### src/rtl/sbinit_handshake_ctrl.sv
// SBINIT sideband handshake sequencer: pattern request, OUT_OF_RESET exchange,
// DONE_REQ/DONE_RESP exchange, with an optional cycle-count timeout.
module sbinit_handshake_ctrl #(
    parameter int SB_MSG_WIDTH = 4,
    parameter int TIMEOUT_W    = 20
) (
    input  logic                    i_clk,
    input  logic                    i_rst,
    input  logic                    i_en,
    input  logic [TIMEOUT_W-1:0]    i_timeout_limit,
    input  logic                    i_pattern_done,
    input  logic                    i_sb_busy,
    input  logic                    i_rx_valid,
    input  logic [SB_MSG_WIDTH-1:0] i_decoded_sb_msg,
    output logic                    o_pattern_req,
    output logic                    o_tx_valid,
    output logic [SB_MSG_WIDTH-1:0] o_encoded_sb_msg,
    output logic                    o_done,
    output logic                    o_timeout
);
    // Bit index of each message in the flag vectors; wire code is index + 1.
    localparam int NUM_MSG  = 3;
    localparam int IDX_OOR  = 0;
    localparam int IDX_REQ  = 1;
    localparam int IDX_RESP = 2;

    typedef enum logic [2:0] {
        S_IDLE,
        S_PATTERN,
        S_OOR,
        S_XCHG,
        S_DONE,
        S_TIMEOUT
    } state_t;

    state_t               state_reg, state_next;
    logic [NUM_MSG-1:0]   rcvd_reg, rcvd_next;
    logic [NUM_MSG-1:0]   sent_reg, sent_next;
    logic [TIMEOUT_W-1:0] count_reg, count_next;
    logic                 pattern_req_reg, done_reg, timeout_reg;

    logic [NUM_MSG-1:0]      rx_hit, pend, send;
    logic [SB_MSG_WIDTH-1:0] tx_code;
    logic [TIMEOUT_W:0]      count_plus;
    logic                    active, tx_allowed, timeout_hit, oor_cond, done_cond;

    genvar gi;
    generate
        for (gi = 0; gi < NUM_MSG; gi++) begin : g_rx
            assign rx_hit[gi] = i_rx_valid && (i_decoded_sb_msg == SB_MSG_WIDTH'(gi + 1));
        end
    endgenerate

    // The send queue is implied by state plus sent/received flags: each message
    // is pending from the moment its trigger holds until it has gone out once.
    always_comb begin
        pend           = '0;
        pend[IDX_OOR]  = (state_reg == S_OOR)  && !sent_reg[IDX_OOR];
        pend[IDX_REQ]  = (state_reg == S_XCHG) && !sent_reg[IDX_REQ];
        pend[IDX_RESP] = (state_reg == S_XCHG) && rcvd_reg[IDX_REQ] && !sent_reg[IDX_RESP];
    end

    assign tx_allowed = i_en && !i_rst && !i_sb_busy;

    always_comb begin
        send = '0;
        if (tx_allowed) begin
            if (pend[IDX_RESP])
                send[IDX_RESP] = 1'b1;
            else if (pend[IDX_OOR])
                send[IDX_OOR] = 1'b1;
            else if (pend[IDX_REQ])
                send[IDX_REQ] = 1'b1;
        end
    end

    always_comb begin
        tx_code = '0;
        for (int i = 0; i < NUM_MSG; i++) begin
            if (send[i])
                tx_code = SB_MSG_WIDTH'(i + 1);
        end
    end

    assign o_tx_valid       = |send;
    assign o_encoded_sb_msg = tx_code;

    assign active      = (state_reg == S_PATTERN) || (state_reg == S_OOR) || (state_reg == S_XCHG);
    assign count_plus  = {1'b0, count_reg} + (TIMEOUT_W + 1)'(1);
    assign timeout_hit = active && (i_timeout_limit != '0) && (count_plus >= {1'b0, i_timeout_limit});

    // Same-cycle sends and receptions count, so progress never waits an extra cycle.
    assign oor_cond  = (sent_reg[IDX_OOR] || send[IDX_OOR]) &&
                       (rcvd_reg[IDX_OOR] || rx_hit[IDX_OOR]);
    // Our own DONE_REQ must also be out, otherwise the partner may never answer it.
    assign done_cond = (sent_reg[IDX_REQ]  || send[IDX_REQ])  &&
                       (sent_reg[IDX_RESP] || send[IDX_RESP]) &&
                       (rcvd_reg[IDX_RESP] || rx_hit[IDX_RESP]);

    always_comb begin
        state_next = state_reg;
        sent_next  = sent_reg | send;
        rcvd_next  = (state_reg != S_IDLE) ? (rcvd_reg | rx_hit) : rcvd_reg;
        count_next = count_reg;
        if (active && (count_reg != '1))
            count_next = count_plus[TIMEOUT_W-1:0];

        case (state_reg)
            S_IDLE: begin
                sent_next  = '0;
                rcvd_next  = '0;
                count_next = '0;
                if (i_en)
                    state_next = S_PATTERN;
            end
            S_PATTERN: begin
                if (i_pattern_done)
                    state_next = S_OOR;
                else if (timeout_hit)
                    state_next = S_TIMEOUT;
            end
            S_OOR: begin
                if (oor_cond)
                    state_next = S_XCHG;
                else if (timeout_hit)
                    state_next = S_TIMEOUT;
            end
            S_XCHG: begin
                if (done_cond)
                    state_next = S_DONE;
                else if (timeout_hit)
                    state_next = S_TIMEOUT;
            end
            default: state_next = state_reg;
        endcase

        if (!i_en) begin
            state_next = S_IDLE;
            sent_next  = '0;
            rcvd_next  = '0;
            count_next = '0;
        end
    end

    always_ff @(posedge i_clk) begin
        if (i_rst) begin
            state_reg       <= S_IDLE;
            sent_reg        <= '0;
            rcvd_reg        <= '0;
            count_reg       <= '0;
            pattern_req_reg <= 1'b0;
            done_reg        <= 1'b0;
            timeout_reg     <= 1'b0;
        end else begin
            state_reg       <= state_next;
            sent_reg        <= sent_next;
            rcvd_reg        <= rcvd_next;
            count_reg       <= count_next;
            pattern_req_reg <= (state_next == S_PATTERN);
            done_reg        <= (state_next == S_DONE);
            timeout_reg     <= (state_next == S_TIMEOUT);
        end
    end

    assign o_pattern_req = pattern_req_reg;
    assign o_done        = done_reg;
    assign o_timeout     = timeout_reg;

endmodule
### config.mk
export PLATFORM = sky130hd
export DESIGN_NAME = sbinit_handshake_ctrl
export DESIGN_NICKNAME = d
export VERILOG_FILES = /design/src/rtl/sbinit_handshake_ctrl.sv
export SDC_FILE = /design/constraint.sdc
export NUM_CORES = 1
export LEC_CHECK = 0
export CAP_MARGIN = 10
export CORE_MARGIN = 2
export CORE_UTILIZATION = 50
export DETAILED_ROUTE_END_ITERATION = 6
export PLACE_DENSITY = 0.86
export SLEW_MARGIN = 10
export SYNTH_ARGS = -nofsm -noshare
export SYNTH_HDL_FRONTEND = slang
export SYNTH_SLANG_ARGS = --single-unit
### constraint.sdc
create_clock -name i_clk -period 6.35 [get_ports i_clk]
set_input_delay 1.27 -clock i_clk [delete_from_list [all_inputs] [get_ports i_clk]]
set_output_delay 1.27 -clock i_clk [all_outputs]
set_load 0.005 [all_outputs]
==> flow_summary.ini, run 1 <==
[finish]
fin_nets = 381
insertedDiodeCount = 0
fin_area_mm2 = 0.002816
final_cell_mix = clkdlybuf4s50_1, dfxtp_1, nor2_1, inv_1, nand2_1
drive_gt1_share_pct = 4.532
final_common_cell = clkdlybuf4s50_1
area.growth.synth_to_final_pct = 20.76
largest_reg_flops = 20
fin_util_pct = 63.80
fin_cells = 383

[clock_network]
cts_tree = yes
post_cts_resized = 0
path_clk_slew_ps = 60
htree_levels = 2
clk_latency_ps = 290
post-cts-setup-buffers = 0
cts_buffers = 5
cts_hold_buffers = 0
clockBufferDepth = 2
cts.sinks = 32
root_buffer = clkbuf_8

[die]
initial_core_util_pct = 52.83
coreArea_mm2 = 0.004414
die-area_mm2 = 0.005227
rows = 24
dieWidth_um = 72.30
die_y_um = 72.30
io_pins = 38

[detailed_routing]
postRouteAntennaNets = 0
routed_via_density = 5.890
wire_per_inst_um = 14.32
drc_errors = 0
drt_wl_total_um = 5485
drt_first_pass_iters = 5
drt_iter0_markers = 125
dr_total_vias = 2256

[power_and_ir_drop]
p_per_area_mw_per_mm2 = 166.7
leakage_nw = 1.146
ir_worst_vdd_uv = 105.3

[place]
place_area_mm2 = 0.002690
dp_cells = 375
gp_congestion = 0.8567
numPortBuffers = 35
dp_slack_ps = 1931
dp_hpwl_um = 4131

[worst_hold_path]
worstHoldPathType = flop to flop

[logic_synthesis]
ys.flop_type = dfxtp_1
ys_warn_count = 0
synth_area_per_cell_um2 = 7.774
yosysSeqAreaShare_pct = 27.47
synth_edf_count = 0
synth_area_mm2 = 0.002332
ys_types = 47
ys_async_sr_fraction_pct = 0
ys_seq_elements = 32
synthCells = 300

[grt]
grt_usage_pct = 21.87
antenna_found_initial = 0
grt_pass1_vias = 2072
use_met2_pct = 36.39
grt_use_met3_pct = 3.194
grt_max_degree = 27
grt_use_met1_pct = 28.57
top_usage_layer = met2
grt_pass1_wl_um = 9073
gr-total-overflow = 0

[setup_path]
crit_family = buffers and inverters
path_max_fanout = 10
start_kind = input port
slowest_delay_ps = 630
worstPathCellList = clkdlybuf4s50_1, nor3b_1, nand3_1, a211oi_1, clkdlybuf4s50_1
cp.arrival_ps = 3170
crit_required_ps = 5080
critPathBufInv = 2
crit_top_cell = clkdlybuf4s50_1
crit_path_top_delay_cell = clkdlybuf4s50_1
crit_path_end_kind = output port
path_class = input port to output port

[sta]
fin_crit_ps = 4441
hold_viol_final = 0
relSlewSlack_pct = 37.58
tightest_slew_ps = 932.0
setup_viol = 0
fmax_ghz = 0.2252
clock_skew_ps = 3.239
tns_ps = 0
worst_slack_ps = 1909
fin_crit_sh_pct = 69.94
slew_violations = 0
rsz0062_at_grt = false

[job]
cap_violations = 0

[run_status]
status = completed
[per-stage QoR]
| step | hold slack [ps] | total power [W] |
|---|---|---|
| CTS | 495.8 | 0.0004724 |
| detailed placement | 486.8 | 0.0002590 |
| global placement | 463.8 | 0.0002581 |
| global route | 527.6 | 0.0004859 |
| floorplan | 432.4 | 0.0002321 |
| finish | 490.5 | 0.0004696 |
[path summary, 6_finish.rpt]
| kind | startpoint | end | slack, ps | cells past startpoint |
|---|---|---|---|---|
| worst max-delay path | i_en | o_encoded_sb_msg[1] | 1910 | 5 |
| worst min-delay path | count_reg[1] | count_reg[1] | 490 | 2 |
| worst max register to register | count_reg[2] | o_pattern_req | 2790 | 13 |
| worst min register to register | count_reg[1] | count_reg[1] | 490 | 2 |
[cells in the mapped netlist, drive strengths merged (4+ instances only)]
library cell  count  area share (%)
xnor2            14             5.3
a21o              4             1.3
dfxtp            32              27
nand2            23             3.7
inv              27             4.3
a21oi            21             4.5
nand3            13             3.3
or3               8             2.1
ha               21              11
clkbuf            9             1.4
o21ai            15             3.2
nor4              8             3.1
nand4             7             1.9
a31oi             5             1.3
nor2             31             5.0
xor2             16             6.0
and3              5             1.3
buf               4             1.2
[final cells by class]
cell class | count | area (µm²)
Fill cell | 364 | 1598
Sequential cell | 32 | 640.6
Clock inverter | 1 | 30.03
Inverter | 28 | 105.1
Clock buffer | 7 | 96.34
Timing Repair Buffer | 35 | 350.3
Multi-Input combinational cell | 228 | 1529
Tap cell | 52 | 65.06
[worst min-delay path, stage by stage (launching register included)]
cell and delay, ps:
dfxtp_1 330, nand2_1 60, a21oi_1 60
[per-layer routing]
metal  vias up  wire length (µm)  share of wire [%]
met5         -                 0                  0
met4         0                79                1.4
met3        10               357                6.5
met2        82              2575                 47
met1      1054              2472                 45
li1       1110                 -                  -
[cells by family after synthesis]
logic type | synth area share [%]
other | 0.1608
buffers and inverters | 7.135
xor gates and xnor gates | 11.27
AOI/OAI and AO/OA | 18.13
adders and majority gates | 11.27
DFF | 27.47
and+or+nand+nor | 24.57
[power by group]
group	internal, W	leakage, nW	switching [W]
combinational	0.0000264	0.823	0.0000255
clock	0.000138	0.0645	0.0000756
sequential	0.000202	0.258	0.00000194
No activity file was read; power rests on OpenSTA's default activity.
==> run 2: changes to the inputs <==
--- a/config.mk
+++ b/config.mk
@@ -7,9 +7,9 @@
 export LEC_CHECK = 0
 export CAP_MARGIN = 10
 export CORE_MARGIN = 2
-export CORE_UTILIZATION = 50
+export CORE_UTILIZATION = 49
 export DETAILED_ROUTE_END_ITERATION = 6
-export PLACE_DENSITY = 0.86
+export PLACE_DENSITY = 0.88
 export SLEW_MARGIN = 10
 export SYNTH_ARGS = -nofsm -noshare
 export SYNTH_HDL_FRONTEND = slang
==> constraint.sdc (replaced) <==
create_clock -name i_clk -period 3.9 [get_ports i_clk]
set_input_delay 0.78 -clock i_clk [delete_from_list [all_inputs] [get_ports i_clk]]
set_output_delay 0.78 -clock i_clk [all_outputs]
set_load 0.005 [all_outputs]
==> run 2 against run 1 <==
Sequential share of layout area increased by 0.26 points. Clock skew is 4.0 ps higher. Power is 44% higher. Die area is 1.9% higher. Highest routed layer unchanged. Final area is 1.1% lower. First-iteration DRC count increased by 19%.
==> flow_summary.ini, run 2 (synthesized netlist as in run 1, its figures left out) <==
[grt]
gr-total-overflow = 0
use_met2_pct = 32.83
top_usage_layer = met2
grt_use_met3_pct = 4.558
grt_use_met1_pct = 27.30
antenna_found_initial = 0
grt_pass1_wl_um = 8625
grt_usage_pct = 20.80
grt_max_degree = 27
grt_pass1_vias = 1976

[clock_network]
root_buffer = clkbuf_8
path_clk_slew_ps = 80
htree_levels = 2
cts_hold_buffers = 0
cts.sinks = 32
clockBufferDepth = 2
clk_latency_ps = 290
post-cts-setup-buffers = 0
cts_buffers = 5
cts_tree = yes
post_cts_resized = 0

[sta]
relSlewSlack_pct = 35.93
fmax_ghz = 0.2910
rsz0062_at_grt = false
worst_slack_ps = 463.1
fin_crit_ps = 3437
tns_ps = 0
whs_ps = 494.6
hold_viol_final = 0
fin_crit_sh_pct = 88.13
setup_viol = 0
clock_skew_ps = 7.224
tightest_slew_ps = 956.6
slew_violations = 0

[place]
dp_hpwl_um = 3983
dp_slack_ps = 484.5
gp_congestion = 0.9079
place_area_mm2 = 0.002693
numPortBuffers = 35

[detailed_routing]
drt_first_pass_iters = 4
drt_iter0_markers = 149
dr_total_vias = 2214
routed_via_density = 5.751
drc_errors = 0
drt_wl_total_um = 5196
postRouteAntennaNets = 0
wire_per_inst_um = 13.50

[die]
die-area_mm2 = 0.005328
die_y_um = 72.99
io_pins = 38
initial_core_util_pct = 50.04
rows = 25
dieWidth_um = 72.99
coreArea_mm2 = 0.004661

[setup_path]
crit_required_ps = 4070
worstPathCellList = nand4_1, nor4_2, nand3_1, nor2_1, xor2_1, ha_1, a211oi_1, nor2_1, nor3_1, o211a_1, a221o_1, a21boi_0, a2111oi_1
cp.arrival_ps = 3610
r2r_start = count_reg[4]
crit_path_end_kind = flop
path_class = flop to flop
path_max_fanout = 6
crit_path_top_delay_cell = dfxtp_1
start_kind = flop
crit_start = count_reg[4]
slowest_delay_ps = 470
crit_top_cell = nor2_1

[finish]
fin_nets = 381
area.growth.synth_to_final_pct = 19.42
fin_area_mm2 = 0.002785
final_cell_mix = clkdlybuf4s50_1, dfxtp_1, nor2_1, inv_1, nand2_1
insertedDiodeCount = 0
final_common_cell = clkdlybuf4s50_1
fin_util_pct = 59.76
drive_gt1_share_pct = 4.532
largest_reg_flops = 20

[power_and_ir_drop]
leakage_nw = 1.121
ir_worst_vdd_uv = 177.0
p_per_area_mw_per_mm2 = 243.3

[worst_hold_path]
worstHoldPathType = flop to flop
hp-start = rcvd_reg[0]

[job]
cap_violations = 0

[run_status]
status = completed
[run 2: cell count changes in the layout (fill, tap and decap cells not counted), sizes merged]
cell | previous run | this run
clkbuf | 7 | 5
clkinvlp | 0 | 2
bufinv | 1 | 0
clkinv | 1 | 2
[run 2: cell type report]
class                      count  area [µm²]
clock buffer                   5       68.82
inverter                      28       105.1
clock inverter                 3       23.77
tap                           54       67.56
timing repair buffer          35       350.3
fill                         406        1876
multi-input combinational    228        1529
sequential                    32       640.6
[run 2: worst max-delay path, delay by kind of cell (launching register included)]
family                     cells  cell delay, ps
and+or+nand+nor                6            1350
AOI/OAI and AO/OA              5            1060
DFF                            1             470
adders and majority gates      1             260
xor gates and xnor gates       1             170
[run 2: routing by layer]
| metal | vias to the layer above | wire, µm |
|---|---|---|
| li1 | 1107 | - |
| met1 | 1031 | 2426 |
| met2 | 68 | 2381 |
| met3 | 8 | 281 |
| met5 | - | 0 |
| met4 | 0 | 107 |
[run 2: final timing paths]
kind	to	slack, ps	cells after the start
worst max-delay path	o_pattern_req	460	13
worst min-delay path	rcvd_reg[0]	490	2
worst max register to register	o_pattern_req	460	13
worst min register to register	rcvd_reg[0]	490	2
[run 2: power breakdown]
part | switching (W) | internal (W) | leakage [nW] | total (W)
Sequential | 0.00000284 | 0.000328 | 0.258 | 0.000331
Combinational | 0.0000409 | 0.0000429 | 0.823 | 0.0000838
Clock | 0.000136 | 0.000126 | 0.0404 | 0.000263
[run 2: per-stage QoR]
stage	power, W	cells
2_1_floorplan	0.0003779	301
3_3_place_gp	0.0004200	377
3_5_place_dp	0.0004212	377
4_1_cts	0.0006807	385
5_1_grt	0.0007070	385
6_report	0.0006776	385
